==> config.mk <==
export PLATFORM = sky130hd
export DESIGN_NAME = fetch_unit
export DESIGN_NICKNAME = d
export VERILOG_FILES = /design/src/rtl/fetch_unit.sv
export SDC_FILE = /design/constraint.sdc
export NUM_CORES = 1
export LEC_CHECK = 0
export BUFFER_PORTS_ARGS = -buffer_cell sky130_fd_sc_hd__buf_2
export CAP_MARGIN = 20
export CORE_ASPECT_RATIO = 2
export CORE_MARGIN = 2
export CORE_UTILIZATION = 40
export DETAILED_ROUTE_END_ITERATION = 6
export SYNTH_ARGS = -nofsm -noshare
export SYNTH_HDL_FRONTEND = slang
export SYNTH_SLANG_ARGS = --single-unit
==> constraint.sdc <==
create_clock -name i_clk -period 15.9 [get_ports i_clk]
set_input_delay 0 -clock i_clk [delete_from_list [all_inputs] [get_ports i_clk]]
set_output_delay 0 -clock i_clk [all_outputs]
set_load 0.005 [all_outputs]
==> src/rtl/fetch_unit.sv <==
// LEGv8 instruction-fetch stage: PC register, instruction-memory address and
// the IF/ID pipeline register, with branch redirect, stall and fetch counter.
module fetch_unit #(
  parameter int               WORD     = 64,
  parameter int               INSTR    = 32,
  parameter logic [WORD-1:0]  RESET_PC = '0,
  parameter logic [INSTR-1:0] NOP      = 32'hD503201F
) (
  input  logic             i_clk,
  input  logic             i_rst,
  input  logic             i_stall,
  input  logic             i_pc_src,
  input  logic [WORD-1:0]  i_branch_target,
  input  logic [INSTR-1:0] i_imem_data,
  output logic [WORD-1:0]  o_imem_addr,
  output logic [WORD-1:0]  o_if_id_pc,
  output logic [WORD-1:0]  o_if_id_pc_plus4,
  output logic [INSTR-1:0] o_if_id_instr,
  output logic             o_if_id_valid,
  output logic [31:0]      o_fetch_count
);

  typedef enum logic [1:0] {S_RESET, S_RUN, S_FLUSH} state_t;

  typedef struct packed {
    logic [WORD-1:0]  pc;
    logic [WORD-1:0]  pc4;
    logic [INSTR-1:0] instr;
    logic             valid;
  } ifid_t;

  localparam logic [WORD-1:0] ALIGN_MASK = {{(WORD-2){1'b1}}, 2'b00};

  state_t          r_state;
  logic [WORD-1:0] r_pc;
  ifid_t           r_ifid;
  logic [31:0]     r_count;

  logic [WORD-1:0] w_pc_plus4;
  logic [WORD-1:0] w_target;

  assign w_pc_plus4 = r_pc + WORD'(4);
  assign w_target   = i_branch_target & ALIGN_MASK;

  // RUN and FLUSH share the same per-edge rules; FLUSH only marks the
  // cycle following a redirect so the bubble is observable as a state.
  always_ff @(posedge i_clk or posedge i_rst) begin
    if (i_rst) begin
      r_state      <= S_RESET;
      r_pc         <= RESET_PC;
      r_ifid.pc    <= '0;
      r_ifid.pc4   <= '0;
      r_ifid.instr <= NOP;
      r_ifid.valid <= 1'b0;
      r_count      <= '0;
    end else begin
      case (r_state)
        S_RESET: r_state <= S_RUN;
        S_RUN, S_FLUSH: begin
          if (i_pc_src) begin
            r_pc         <= w_target;
            r_ifid.instr <= NOP;
            r_ifid.valid <= 1'b0;
            r_state      <= S_FLUSH;
          end else begin
            r_state <= S_RUN;
            if (!i_stall) begin
              r_ifid.pc    <= r_pc;
              r_ifid.pc4   <= w_pc_plus4;
              r_ifid.instr <= i_imem_data;
              r_ifid.valid <= 1'b1;
              r_pc         <= w_pc_plus4;
              if (r_count != 32'hFFFF_FFFF) r_count <= r_count + 32'd1;
            end
          end
        end
        default: r_state <= S_RESET;
      endcase
    end
  end

  assign o_imem_addr      = r_pc;
  assign o_if_id_pc       = r_ifid.pc;
  assign o_if_id_pc_plus4 = r_ifid.pc4;
  assign o_if_id_instr    = r_ifid.instr;
  assign o_if_id_valid    = r_ifid.valid;
  assign o_fetch_count    = r_count;

endmodule

Word level (Yosys, flattened, before mapping)
Index checks and enable logic that the tools add are counted.
{"block": "op_classes", "add_sub_neg": 2, "eq_ne": 4, "n_mux": 6, "bitwise_logic": 2, "n_reduce_logical": 5}
{"cell": "64-bit two-way mux", "count": 2}
{"cell": "33-bit two-way mux", "count": 2}
{"cell": "64-bit by 3-bit adder with 64-bit output (second input constant)", "count": 1}
{"cell": "32-bit by 1-bit adder with 32-bit output (second input constant)", "count": 1}
{"cell": "32-bit inequality test (second input constant)", "count": 1}
{"cell": "2-bit one-hot mux with 2 select lines", "count": 1}
{"cell": "4-bit AND reduction", "count": 1}
{"cell": "3-bit AND reduction", "count": 1}
{"cell": "2-bit by 1-bit equality test with 1-bit output (second input constant)", "count": 1}
{"cell": "2-bit equality test (second input constant)", "count": 1}
{"cell": "2-bit logical NOT", "count": 1}
{"cell": "2-bit two-way mux", "count": 1}
{"cell": "2-bit by 1-bit inequality test with 1-bit output (second input constant)", "count": 1}
{"cell": "1-bit inverter", "count": 2}
{"cell": "2-bit AND reduction", "count": 1}
{"cell": "2-bit OR reduction", "count": 1}
{"block": "word_totals", "reg_bits": 259, "output_inout_bits": 257, "wordCells": 26}

Longest topological paths before layout
{"block": "logic_depth", "ltp_word": 3, "mapped_depth": 10, "depth_no_buf": 8}

Least setup slack after synthesis
No wires, ideal clock.
{"block": "synth_path", "kind": "reg-to-reg", "start": "register r_pc[2], in the netlist o_imem_addr[2]", "end": "register r_pc[40], in the netlist o_imem_addr[40]", "t_arrival_ns": 2.359, "required_time_ns": 15.752, "setup_slack_ns": 13.393, "path_stages_with_launch": 8, "synth_period_minus_slack_ns": 2.507, "cell_sequence": "dfrtp_1 -> ha_1 -> nand3_1 -> or4_1 -> nor4_2 -> nand4_1 -> o211ai_1 -> o311ai_0"}
{"block": "synth_between", "elab_chain_len": 3}
{"element": "from (decl)", "line": "35", "text": "logic [WORD-1:0] r_pc;"}
{"element": "from (signal assigned)", "line": "61", "text": "r_pc <= w_target;"}
{"element": "from (signal assigned)", "line": "72", "text": "r_pc <= w_pc_plus4;"}
{"element": "64-bit by 3-bit adder with 64-bit output", "line": "42", "text": "assign w_pc_plus4 = r_pc + WORD'(4);"}
{"element": "64-bit two-way mux", "line": "67", "text": "if (!i_stall) begin"}
{"element": "64-bit two-way mux", "line": "60", "text": "if (i_pc_src) begin"}
Every way passes these cells. The select of a mux whose other input is x is not followed.
A chain may end at the register's enable or synchronous reset.

Final worst setup path
{"block": "layout_path", "start": "register r_state[0]", "end": "register r_pc[33], in the netlist o_imem_addr[33]"}
{"block": "layout_between", "elab_chain_len": 3, "word_cells_on_any_way": 4, "cone_classes": "eq/ne (2); reduce/logical (2)"}
{"element": "from (decl)", "line": "34", "text": "state_t r_state;"}
{"element": "from (signal assigned)", "line": "49", "text": "r_state <= S_RESET;"}
{"element": "from (signal assigned)", "line": "58", "text": "S_RESET: r_state <= S_RUN;"}
{"element": "from (signal assigned)", "line": "64", "text": "r_state <= S_FLUSH;"}
{"element": "2-bit by 1-bit equality test with 1-bit output / 2-bit equality test (equally long branches)", "line": "57", "text": "case (r_state)"}
{"element": "2-bit OR reduction (*)", "line": "57"}
{"element": "2-bit AND reduction (no line) (*)"}
Every way passes the cells marked *; elsewhere a longest branch is shown, timed or not.

==> reports/results.tsv <==
metric	value	unit
cts_tree	built	
synthSimpleGateAreaFrac	0.2133	
netlist_instances	1301	
rsz0062_at_grt	false	
max_cap_violations	0	
synth_edf_count	0	
drcViolationCount	0	
yosys-top-cells-count	nand2_1 (284), dfrtp_1 (240), o21ai_0 (91)	
final-setup-viol-count	0	
clock_power_share	0.217	
path_clk_slew	70	ps
relSlewSlack	0.3530	
cp_cell_sequence	inv_1 -> ha_1 -> inv_1 -> nor2_1 -> buf_4 -> nand2_4 -> buf_4 -> buf_4 -> nor4_1 -> a221oi_1 -> nand2_1	
synth_ff_type	dfrtp_1	
power.internal	1819	uW
total_power	3016	uW
antenna_left	0	
grt_use_total	0.2573	
synth-seq-area-share	0.5274	
synthMuxAreaShare	0.005926	
ys_seq_elements	253	
numCtsBuffers	24	
place_congestion	0.8586	
async_flop_share	1.000	
row_count	89	
path_max_fanout	88	
port_buffers	348	
fillCellCount	2771	
cts.sinks	253	
hp-class	in -> reg	
ios	357	
syn_to_final_growth	31.01	%
final_max_slew_viol_count	0	
fmax	247.2	MHz
dieWidth	126.7	um
hold_viol_final	0	
p_per_area	191.3	nW/um^2
arrival	4460	ps
grt_pass1_wl	64410	um
clk_latency	540	ps
dieArea	31580	um^2
end_kind	flop	
grt_pass1_vias	11370	
syn_area_per_cell	9.251	um^2
yosysMostFrequentCell	nand2_1	
crit_type	reg -> reg	
synthTopCellsByArea	dfrtp_1 (50%), nand2_1 (8.9%), xnor2_1 (4.2%)	
post-route-min-period	4045	ps
synth_top_family_by_area	simple AND/OR/NAND/NOR gates	
netSwitchingPower	1197	uW
finalSetupTns	0	ps
synth_compound_area_frac	0.1394	
root_buffer	clkbuf_16	
p_leak	0.007549	uW
drt_first_pass_iters	5	
cts_max_path_buffers	3	
yosys.area_share.xor_xnor	0.06477	
vdd_drop_max	0.1399	mV
synth_area	12040	um^2
seq_power_share	0.411	
via_count	11190	
slowest_delay	780	ps
p_sw_frac	0.3969	
drive_gt1_frac	0.2555	
finClkSkew	13.79	ps
antenna_found_initial	3	
p_comb_frac	0.372	
cts_max_level	1	
synth_cell_type_count	64	
crit_top_cell	buf_4	
grt_max_degree	122	
coreArea	29510	um^2
slowest_stage	buf_4	
start_util	0.4078	
final_nets	1777	
start_kind	flop	
die_y	249.3	um
drt-total-wl	41420	um
netlist.top_cell.by_area	dfrtp_1	
yosys.area.top_type_share	0.4990	
drt_iter0_markers	517	
period_share	0.2544	
synth_fa_ha_area_frac	0.004158	
required	16310	ps
worst_pin_slew	961.6	ps
yosys_warnings	0	
dp_hpwl	28820	um
wl_per_cell	20.14	um
vias_per_cell	5.439	
grt_overflow	0	
outcome	complete, no violations	
==> registers in the layout, summed over array words and instances (netlist names) <==
name,cells
o_fetch_count,32
o_if_id_instr,32
o_if_id_pc,62
o_if_id_pc_plus4,62
o_if_id_valid,1
o_imem_addr,62
r_state,2
==> what timing repair did <==
item | 4_1_cts | 5_1_grt
buffers inserted | 0 | 0
resized for setup | 0 | 0
endpoints found under the hold margin | 201 | 0
hold buffers | 95 | 0
==> per-layer routing <==
layer  global-route usage  vias to the layer above  wire length [um]
li1                     -                     5250                 -
met1               0.2879                     5475             15110
met2               0.4714                      377             22320
met3              0.03845                       84              2183
met4               0.1193                        2              1801
met5                    0                        -                11
==> placed cells by master, fill, tap and decap left out, drive strengths merged, types with 4 or more instances in the layout <==
cell type,count
ha,4
or3,6
dfstp,13
o21ai,92
nand2,284
o21a,6
nand4,30
xnor2,58
o22ai,29
o311ai,5
and3,31
mux2i,6
nor4,11
conb,6
a22o,19
a311oi,7
a22oi,15
a31oi,7
dlygate4sd3,95
o31a,4
xor2,31
inv,15
bufinv,5
a21oi,34
clkinv,4
and4,12
a211oi,5
clkbuf,34
o22a,14
nor3,38
and2,7
buf,361
nand3,55
dfrtp,240
nor2,68
==> layout make-up <==
class,instances,area [um^2],share of cell area
well taps,364,455.4,0.02888
repair buffers,456,2803,0.1777
clock buffers,34,709.4,0.04499
diodes,2,5.005,0.0003174
flip-flops and latches,253,6347,0.4026
inverters,15,63.81,0.004047
clock inverters,10,177.7,0.01127
multi-input cells,923,5206,0.3302
==> worst max-delay path, delay by kind of cell (launching register included) <==
kind / cells / cell delay [ps]
flops: 1 / 360
simple gates: 4 / 810
compound gates: 1 / 250
fa+ha+maj: 1 / 300
buf+inv: 5 / 2140
==> metrics by stage <==
stage	setup WS, ps	hold slack, ps	cell area (um^2)	util	instances
finish	11850	75.49	15770	0.5343	2057
global route	11490	87.44	15770	0.5343	2057
CTS	11760	46.59	15740	0.5335	2054
detailed placement	11790	219.3	13900	0.4712	1915
global placement	11850	210.3	13900	0.4712	1915
floorplan	8965	124.5	12050	-	1306
==> path summary, 6_finish.rpt <==
check / startpoint / slack, ps / end / depth (start not counted)
worst min-delay path: i_stall / 80 / o_imem_addr[63] / 3
worst min register to register: o_if_id_pc[39] / 470 / o_if_id_pc[39] / 2
max in group asynchronous: i_rst / 13470 / o_imem_addr[20] / 5
min in group asynchronous: i_rst / 140 / o_if_id_pc[50] / 3
worst max register to register: r_state[0] / 11850 / o_imem_addr[33] / 11
worst max-delay path: r_state[0] / 11850 / o_imem_addr[33] / 11
==> cell families after synthesis <==
group,Yosys count
xor+xnor,89
fa+ha+maj,4
compound gates,260
buf+inv,130
flops,253
mux,7
simple gates,557
other cells,1
==> power by group through the flow <==
stage               Clock [uW]  Combinational, uW  Sequential (uW)
global placement             0               1080             1230
global route               691               1240             1280
detailed placement           0               1100             1250
finish                     655               1120             1240
floorplan                    0                670             1140
CTS                        668               1130             1240
Power figures use the tool's default switching activity.
